`config.mk`:
```
export PLATFORM = sky130hd
export DESIGN_NAME = des_wb_sequencer
export DESIGN_NICKNAME = d
export VERILOG_FILES = /design/src/rtl/des_wb_sequencer.sv
export SDC_FILE = /design/constraint.sdc
export NUM_CORES = 1
export LEC_CHECK = 0
export BUFFER_PORTS_ARGS = -buffer_cell sky130_fd_sc_hd__buf_2
export CAP_MARGIN = 0
export CORE_ASPECT_RATIO = 1.1
export CORE_MARGIN = 4
export CORE_UTILIZATION = 49
export CTS_CLUSTER_DIAMETER = 50
export DETAILED_ROUTE_END_ITERATION = 10
export PLACE_DENSITY = 0.89
export RECOVER_POWER = 100
export SYNTH_ARGS = -nofsm -noshare
export SYNTH_HDL_FRONTEND = slang
export SYNTH_SLANG_ARGS = --single-unit
```
`constraint.sdc`:
```
create_clock -name clk -period 2.2 [get_ports clk]
set_input_delay 0.22 -clock clk [delete_from_list [all_inputs] [get_ports clk]]
set_output_delay 0.22 -clock clk [all_outputs]
set_load 0.01 [all_outputs]
```
`src/rtl/des_wb_sequencer.sv`:
```
// Wishbone master that loads one block/key into the DES slave, runs start/poll/stop,
// reads the result back and hands it to a streaming consumer.
module des_wb_sequencer #(
  parameter int unsigned ACK_TIMEOUT = 64,
  parameter int unsigned MAX_POLLS   = 255,
  parameter int unsigned POLL_GAP    = 4,
  parameter int unsigned FINISH_BIT  = 0
) (
  input  logic        clk,
  input  logic        rst_n,
  input  logic        in_valid,
  output logic        in_ready,
  input  logic [63:0] in_data,
  input  logic [63:0] in_key,
  input  logic        in_mode,
  output logic        out_valid,
  input  logic        out_ready,
  output logic [63:0] out_data,
  output logic        out_err,
  output logic        busy,
  output logic        wbm_cyc_o,
  output logic        wbm_stb_o,
  output logic        wbm_we_o,
  output logic [3:0]  wbm_sel_o,
  output logic [31:0] wbm_adr_o,
  output logic [31:0] wbm_dat_o,
  input  logic        wbm_ack_i,
  input  logic [31:0] wbm_dat_i
);

  localparam int unsigned TMO_N  = (ACK_TIMEOUT > 0) ? ACK_TIMEOUT : 1;
  localparam int unsigned POLL_N = (MAX_POLLS > 0) ? MAX_POLLS : 1;
  localparam int unsigned GAP_N  = (POLL_GAP > 0) ? POLL_GAP : 1;
  localparam int unsigned TW     = (TMO_N > 1) ? $clog2(TMO_N) : 1;
  localparam int unsigned PW     = $clog2(POLL_N + 1);
  localparam int unsigned GW     = (GAP_N > 1) ? $clog2(GAP_N) : 1;

  localparam logic [TW-1:0] TMO_LAST  = TW'(TMO_N - 1);
  localparam logic [PW-1:0] POLL_LAST = PW'(POLL_N - 1);
  localparam logic [GW-1:0] GAP_LAST  = GW'(GAP_N - 1);

  localparam logic [31:0] REG_CFG = 32'h00;
  localparam logic [31:0] REG_TXH = 32'h04;
  localparam logic [31:0] REG_TXL = 32'h08;
  localparam logic [31:0] REG_RXH = 32'h0C;
  localparam logic [31:0] REG_RXL = 32'h10;
  localparam logic [31:0] REG_KH  = 32'h14;
  localparam logic [31:0] REG_KL  = 32'h18;

  typedef enum logic [3:0] {
    S_IDLE, S_W_RXH, S_W_RXL, S_W_KH, S_W_KL, S_W_START,
    S_R_STAT, S_GAP, S_W_STOP, S_R_TXH, S_R_TXL, S_OUT
  } state_e;

  state_e        state_q, state_d;
  state_e        issue_st;
  logic          issue;
  logic          in_ready_q, in_ready_d;
  logic          busy_q, busy_d;
  logic          out_valid_q, out_valid_d;
  logic          out_err_q, out_err_d;
  logic [63:0]   out_data_q, out_data_d;
  logic          cyc_q, cyc_d;
  logic          we_q, we_d;
  logic [3:0]    sel_q, sel_d;
  logic [31:0]   adr_q, adr_d;
  logic [31:0]   dat_q, dat_d;
  logic [63:0]   data_q, data_d;
  logic [63:0]   key_q, key_d;
  logic          mode_q, mode_d;
  logic [31:0]   txh_q, txh_d;
  logic          exhaust_q, exhaust_d;
  logic [TW-1:0] tmo_q, tmo_d;
  logic [PW-1:0] poll_q, poll_d;
  logic [GW-1:0] gap_q, gap_d;

  always_comb begin
    state_d     = state_q;
    in_ready_d  = in_ready_q;
    busy_d      = busy_q;
    out_valid_d = out_valid_q;
    out_err_d   = out_err_q;
    out_data_d  = out_data_q;
    cyc_d       = cyc_q;
    we_d        = we_q;
    sel_d       = sel_q;
    adr_d       = adr_q;
    dat_d       = dat_q;
    data_d      = data_q;
    key_d       = key_q;
    mode_d      = mode_q;
    txh_d       = txh_q;
    exhaust_d   = exhaust_q;
    tmo_d       = tmo_q;
    poll_d      = poll_q;
    gap_d       = gap_q;
    issue       = 1'b0;
    issue_st    = state_q;

    case (state_q)
      S_IDLE: begin
        if (in_valid && in_ready_q) begin
          data_d     = in_data;
          key_d      = in_key;
          mode_d     = in_mode;
          in_ready_d = 1'b0;
          busy_d     = 1'b1;
          out_err_d  = 1'b0;
          exhaust_d  = 1'b0;
          poll_d     = '0;
          issue      = 1'b1;
          issue_st   = S_W_RXH;
        end
      end

      S_GAP: begin
        if (gap_q == GAP_LAST) begin
          issue    = 1'b1;
          issue_st = S_R_STAT;
        end else begin
          gap_d = gap_q + 1'b1;
        end
      end

      S_OUT: begin
        if (out_ready) begin
          out_valid_d = 1'b0;
          out_err_d   = 1'b0;
          out_data_d  = '0;
          busy_d      = 1'b0;
          in_ready_d  = 1'b1;
          state_d     = S_IDLE;
        end
      end

      default: begin
        // Bus states: cyc low means this is the one-cycle gap before the request.
        if (!cyc_q) begin
          issue    = 1'b1;
          issue_st = state_q;
        end else if (wbm_ack_i) begin
          cyc_d = 1'b0;
          we_d  = 1'b0;
          sel_d = '0;
          adr_d = '0;
          dat_d = '0;
          case (state_q)
            S_W_RXH:   state_d = S_W_RXL;
            S_W_RXL:   state_d = S_W_KH;
            S_W_KH:    state_d = S_W_KL;
            S_W_KL:    state_d = S_W_START;
            S_W_START: state_d = S_R_STAT;
            S_R_STAT: begin
              poll_d = poll_q + 1'b1;
              if (wbm_dat_i[FINISH_BIT]) begin
                state_d = S_W_STOP;
              end else if (poll_q == POLL_LAST) begin
                state_d   = S_W_STOP;
                exhaust_d = 1'b1;
              end else begin
                state_d = S_GAP;
                gap_d   = '0;
              end
            end
            S_W_STOP: begin
              if (exhaust_q) begin
                state_d     = S_OUT;
                out_valid_d = 1'b1;
                out_err_d   = 1'b1;
                out_data_d  = '0;
              end else begin
                state_d = S_R_TXH;
              end
            end
            S_R_TXH: begin
              txh_d   = wbm_dat_i;
              state_d = S_R_TXL;
            end
            S_R_TXL: begin
              out_data_d  = {txh_q, wbm_dat_i};
              out_valid_d = 1'b1;
              out_err_d   = 1'b0;
              state_d     = S_OUT;
            end
            default: state_d = S_IDLE;
          endcase
        end else if (tmo_q == TMO_LAST) begin
          cyc_d       = 1'b0;
          we_d        = 1'b0;
          sel_d       = '0;
          adr_d       = '0;
          dat_d       = '0;
          state_d     = S_OUT;
          out_valid_d = 1'b1;
          out_err_d   = 1'b1;
          out_data_d  = '0;
        end else begin
          tmo_d = tmo_q + 1'b1;
        end
      end
    endcase

    // Every access launches here, so the accept edge can start the first write directly.
    if (issue) begin
      state_d = issue_st;
      cyc_d   = 1'b1;
      tmo_d   = '0;
      we_d    = 1'b1;
      sel_d   = 4'hF;
      dat_d   = '0;
      adr_d   = REG_CFG;
      case (issue_st)
        S_W_RXH:   begin adr_d = REG_RXH; dat_d = data_d[63:32]; end
        S_W_RXL:   begin adr_d = REG_RXL; dat_d = data_d[31:0];  end
        S_W_KH:    begin adr_d = REG_KH;  dat_d = key_d[63:32];  end
        S_W_KL:    begin adr_d = REG_KL;  dat_d = key_d[31:0];   end
        S_W_START: begin
          sel_d = 4'b0110;
          dat_d = 32'h0000_0100 | (32'(mode_d) << 16);
        end
        S_R_STAT:  we_d = 1'b0;
        S_W_STOP:  sel_d = 4'b0010;
        S_R_TXH:   begin adr_d = REG_TXH; we_d = 1'b0; end
        S_R_TXL:   begin adr_d = REG_TXL; we_d = 1'b0; end
        default:   cyc_d = 1'b0;
      endcase
    end
  end

  always_ff @(posedge clk or negedge rst_n) begin
    if (!rst_n) begin
      state_q     <= S_IDLE;
      in_ready_q  <= 1'b1;
      busy_q      <= 1'b0;
      out_valid_q <= 1'b0;
      out_err_q   <= 1'b0;
      out_data_q  <= '0;
      cyc_q       <= 1'b0;
      we_q        <= 1'b0;
      sel_q       <= '0;
      adr_q       <= '0;
      dat_q       <= '0;
      data_q      <= '0;
      key_q       <= '0;
      mode_q      <= 1'b0;
      txh_q       <= '0;
      exhaust_q   <= 1'b0;
      tmo_q       <= '0;
      poll_q      <= '0;
      gap_q       <= '0;
    end else begin
      state_q     <= state_d;
      in_ready_q  <= in_ready_d;
      busy_q      <= busy_d;
      out_valid_q <= out_valid_d;
      out_err_q   <= out_err_d;
      out_data_q  <= out_data_d;
      cyc_q       <= cyc_d;
      we_q        <= we_d;
      sel_q       <= sel_d;
      adr_q       <= adr_d;
      dat_q       <= dat_d;
      data_q      <= data_d;
      key_q       <= key_d;
      mode_q      <= mode_d;
      txh_q       <= txh_d;
      exhaust_q   <= exhaust_d;
      tmo_q       <= tmo_d;
      poll_q      <= poll_d;
      gap_q       <= gap_d;
    end
  end

  assign in_ready  = in_ready_q;
  assign busy      = busy_q;
  assign out_valid = out_valid_q;
  assign out_err   = out_err_q;
  assign out_data  = out_data_q;
  assign wbm_cyc_o = cyc_q;
  assign wbm_stb_o = cyc_q;
  assign wbm_we_o  = we_q;
  assign wbm_sel_o = sel_q;
  assign wbm_adr_o = adr_q;
  assign wbm_dat_o = dat_q;

endmodule

```
[After elaboration in Yosys (flattened, before gate mapping)]
Index checks and enable logic that the tools add are counted.
Word-level totals
  memories kept: 0
  word-level logic and storage cells: 194
  bits in latches: 0
  bits in writable memories: 0
  memory bits (read-only): 0
  register bits after elaboration: 320
  bits of input ports: 166
Operators by class
  shifts and indexed selects: 0
  multiply operators: 0
  divide/modulo/power cells: 0
  magnitude comparators: 0
  muxes and demuxes: 95
  add/sub/neg operators: 3
  eq/ne operators: 38
  reductions and logical operators: 34
  bitwise operators: 5
Operator list (count)
  2-to-1 mux 64 bit: 9
  case mux 64 bit (2 select lines): 2
  2-to-1 mux 32 bit: 6
  case mux 32 bit (5 select lines): 1
  2-to-1 mux 4 bit: 14
  case mux 4 bit (9 select lines): 1
  2-to-1 mux 1 bit: 32
  2-to-1 mux 8 bit: 4
  2-to-1 mux 6 bit: 5
  case mux 5 bit (6 select lines): 1
  equality test 4 x 3 -> 1 bit, second input constant: 7
  equality test 4 bit, second input constant: 7
  case mux 4 bit (2 select lines): 3
  AND reduction 7 bit: 3
  nonzero test 2 bit: 10
  equality test 4 x 2 -> 1 bit, second input constant: 4
  case mux 8 bit (2 select lines): 1
  2-to-1 mux 2 bit: 7
  inequality test 2 x 1 -> 1 bit, second input constant: 6
  case mux 1 bit (2 select lines): 6
  AND reduction 4 bit: 3
  nonzero test 3 bit: 4
  OR reduction 9 bit: 1
  adder 8 x 1 -> 8 bit, second input constant: 1
  other kinds (23): 37

[Depth between registers and ports, before layout]
  word-level depth: 8
  gate-level depth with buffers: 9
  gate-level depth less buffers: 6

[Least setup slack after synthesis]
Ideal clock, no wire load.
  path kind: flip-flop to flip-flop
  start: reg state_q[3]
  end: reg out_data_q[54], in the netlist out_data[54]
  buffers on the path: 3
  data required time: 2.121 ns
  stages on the path, launching flop included: 9
  setup slack: 0.072 ns
  arrival: 2.049 ns
  cell sequence: dfrtp_1 > or4_1 > buf_2 > nor2_2 > o31ai_1 > a21oi_1 > buf_4 > buf_4 > mux2i_1
On the way
  longest elaborated chain between the ends: 5
  elaborated cells between the ends (all ways): 17
Ends and longest elaborated chain
  from (decl): RTL line 55  | state_e state_q, state_d;
  from (signal assigned): RTL line 252  | state_q <= state_d;
  equality test 4 bit: RTL line 147  | case (state_q)
  case mux 64 bit (2 select lines): RTL line 147
  2-to-1 mux 64 bit: RTL line 141  | end else if (wbm_ack_i) begin
  2-to-1 mux 64 bit: RTL line 138  | if (!cyc_q) begin
  case mux 64 bit (2 select lines): RTL line 100  | case (state_q)
  to (signal assigned): RTL line 257  | out_data_q <= out_data_d;
  to (decl): RTL line 62  | logic [63:0] out_data_q, out_data_d;
Parallel ways exist; a longest one is shown, timed or not. The select of a mux whose other input is x is not followed.
A chain may end at the register's enable or synchronous reset.

[Final worst setup path]
  start: reg state_q[3]
  end: reg out_data_q[14], in the netlist out_data[14]
Same word-level chain as after synthesis.

==> summary.md <==
| Metric | Value |
|---|---|
| Gate power share | 41.7% |
| Final ANT Viol Nets | 0 |
| Max Clock Skew | 0.0339 ns |
| DRT Pass-1 Iters | 6 |
| Post-synth EDFFs | 0 |
| Critical path's slowest cell | or4_4 |
| Vias/cell | 5.91 |
| DP Wirelength | 25300 µm |
| First-pass GRT wire length | 70900 µm |
| Main synth FF type | dfrtp_1 |
| Worst slew pin tran | 1.52 ns |
| Period minus WS final | 2.50 ns |
| Grt total ovfl | 0 |
| Status | complete, but fails checks |
| Post-Route WL | 49600 µm |
| CP startpoint kind | flop |
| Hold Fails Final Rpt | 0 |
| Nets | 1991 |
| Rows | 62 |
| Mapped cell area | 0.0132 mm² |
| Register area share after synthesis | 54.9% |
| Share of synthesized registers carrying an async set or reset | 100% |
| Hold Crit Class | input pin to flop |
| Internal power | 15.0 mW |
| Critical path arrival | 2.87 ns |
| Root Driver | clkbuf_16 |
| RSZ-0062 raised after global routing | yes |
| CP cell instances | or4_4 -> buf_6 -> nor2_4 -> o31ai_2 -> a21oi_4 -> buf_12 -> clkbuf_16 -> mux2i_1 |
| Share of cells above drive strength 1 | 19.5% |
| Top cells by area, synth | dfrtp_1 (55%), nand2_1 (14%), mux2i_1 (5.2%) |
| Synthesis Warnings | 0 |
| Synth area leader | dfrtp_1 |
| TritonCTS clock tree | yes |
| # setup viols final | 20 |
| Num ports | 305 |
| Pin count of the biggest net entering global routing | 130 |
| Synth top area share | 54.7% |
| Sw Share | 40.1% |
| Port Buffers | 275 |
| Die ar. | 0.0297 mm² |
| Cell count after synthesis | 1360 |
| Cts bufs inserted | 34 |
| Die H | 180 µm |
| Sw Pwr | 10.0 mW |
| Critical path endpoint category | flop |
| Netlist cell types | 63 |
| Fillcell total | 1765 |
| Slowest stage delay, CP | 0.55 ns |
| Final Cycle Share | 114% |
| Hold depth | 3 |
| P_leak | 8.57 nW |
| Clock tree sinks | 290 |
| Antenna violations before repair | 3 |
| Final worst setup slack | -0.303 ns |
| #FFs+latches synth | 290 |
| Clock share of power | 22.1% |
| Starting Density | 50.1% |
| CTS max path bufs | 3 |
| 1st-iter DRT viols | 1350 |
| Power density over the cells | 1370 mW/mm² |
| Via count | 13000 |
| Max Cap Violations | 1 |
| Rel. slew slack | -1.38% |
| Core Region | 0.0264 mm² |
| Gpl congestion | 0.936 |
| Layout overhead on the synthesized area | 38.4% |
| Vias in the first global route | 13300 |
| H-tree level count | 2 |
| Worst-Skew Late Latency | 0.52 ns |
| Peak VDD IR | 0.802 mV |
| Worst Setup Path Type | flop to flop |
| Violated checks | capacitance limit, slew limit, setup timing |
| Slew Limit Fails | 52 |
| Worst-path fanout max | 9 |
| Reg2Reg Depth | 8 |
| Total GRT Usage | 29.8% |
| Clk slew on worst S/H paths | 0.07 ns |
| Syn avg cell area | 9.72 µm² |
| Utilization after layout | 69.3% |
| Flop pwr share | 36.2% |
| Max Clock Freq | 0.400 GHz |
| Final hold slack | 0.0529 ns |
| Remaining DRCs | 0 |
| Crit path required time | 2.57 ns |
| Die Width | 165 µm |
| WL/cell | 22.6 µm |
## cell usage in the layout, fill, tap and decap left out, types with 5 or more instances in the layout
cell type / n
mux2i_2: 6
o211ai_1: 30
inv_1: 73
o221ai_1: 30
o21a_1: 5
buf_6: 11
clkbuf_1: 116
nand3_1: 5
mux2i_1: 60
clkbuf_16: 45
dfrtp_1: 289
dlygate4sd3_1: 160
buf_2: 167
nand2_1: 476
o21ai_0: 22
mux2_1: 7
buf_4: 39
a22oi_1: 30
inv_6: 5
nand2b_1: 6
o31ai_1: 6
conb_1: 29
xnor2_1: 7
a21oi_1: 12
a22o_1: 36
nor2_1: 19
nor3_1: 8
and2_1: 5
buf_12: 15
mux2_2: 26
## power groups by stage
stage                     Combinational (mW)  Clock, mW  Sequential, mW
after floorplan                         5.26          0            8.77
after global placement                  8.41          0            8.74
after detailed placement                8.69          0            8.83
after CTS                               9.07       5.54            8.80
after global routing                    11.1       5.81            9.20
final                                   10.4       5.54            9.05
## through the flow
step	cells	instance area (µm²)	setup TNS [ns]	setup WS (ns)	power (mW)
floorplan	1388	13300	0	0.0720	14.0
global placement	1958	15300	0	0.0125	17.1
detailed placement	1958	15300	-0.108	-0.0281	17.5
CTS	2178	18000	0	0.00419	23.4
global route	2197	18300	-4.15	-0.335	26.1
finish	2197	18300	-0.880	-0.303	25.0
## area by class of cell
type	instances	area, µm²	share of cell area, %
Timing Repair Buffer	517	3900	21.3
Clock inverter	11	126	0.691
Antenna cell	3	7.51	0.0410
Clock buffer	46	957	5.23
Multi-Input combinational cell	905	5330	29.1
Tap cell	352	440	2.41
Sequential cell	290	7260	39.7
Inverter	73	274	1.50
## worst paths after layout
path / start / to / slack [ns]
setup reg to reg: state_q[3] / out_data[14] / -0.30
max in group asynchronous: rst_n / out_data[56] / 0.30
min in group asynchronous: rst_n / out_data[14] / 0.63
setup / recovery: state_q[3] / out_data[14] / -0.30
hold / removal: wbm_dat_i[0] / out_data[0] / 0.05
hold reg to reg: wbm_sel_o[1] / wbm_sel_o[1] / 0.47
## kinds of logic (layout without fill, tap and decap cells)
group	count (synthesis)	count (layout)	synth area share, %
AND/OR/NAND/NOR	554	554	16.8
flip-flops	290	290	54.9
AO/OA/AOI/OAI	209	209	12.4
buffers and inverters	193	647	6.93
multiplexers	102	102	8.04
XOR/XNOR	7	7	0.464
adder cells (fa/ha/maj)	4	4	0.379
other	1	32	0.0284
## cell usage after synthesis, types with 5 or more instances
master     count
dfrtp_1      289
nor3_1         9
and3_1         5
mux2_1         7
o21ai_0       22
clkbuf_1      47
a21oi_1       13
nor2_1        22
mux2_2        26
buf_4         33
nand2b_1       6
buf_1          6
o211ai_1      30
xnor2_1        7
nand2_1      476
nor2b_1        5
buf_2         30
nand3_1        6
mux2i_1       69
a22o_1        36
o31ai_1        7
o221ai_1      30
inv_1         73
o21a_1         5
a2111oi_1      5
a22oi_1       30
## metal layers
metal / wire (µm) / up-vias / GRT usage [%] / part of all wire [%]
met5: 0 / - / 0 / 0
met4: 3250 / 0 / 15.3 / 6.5
met3: 5480 / 300 / 8.33 / 11
met2: 23900 / 1085 / 49.0 / 48
met1: 17000 / 6164 / 35.6 / 34
li1: - / 5431 / - / -
## repair_timing
item / 4_1_cts / 5_1_grt
hold buffers: 160 / 0
setup buffers: 2 / 3
pin swaps: 0 / 3
hold endpoints to repair: 230 / 0
gates cloned: 1 / 13
setup endpoints to repair: 18 / 146
gates resized for setup: 2 / 37
## worst max-delay path: cells and delay by family, from the launching register on
kind                   cells  cell delay (ns)
muxes                      1             0.43
buffers and inverters      3             0.53
DFF                        1             0.43
AOI/OAI and AO/OA          2             0.31
and+or+nand+nor            2             0.67
## flip-flops by register name, summed over array words and instances, names as in the netlist
register   count
busy           1
data_q        64
exhaust_q      1
gap_q          2
in_ready       1
key_q         64
mode_q         1
out_data      64
out_err        1
out_valid      1
poll_q         8
state_q        4
tmo_q          6
txh_q         32
wbm_adr_o      3
wbm_cyc_o      1
wbm_dat_o     32
wbm_sel_o      3
wbm_we_o       1
Power figures use the tool's default switching activity.
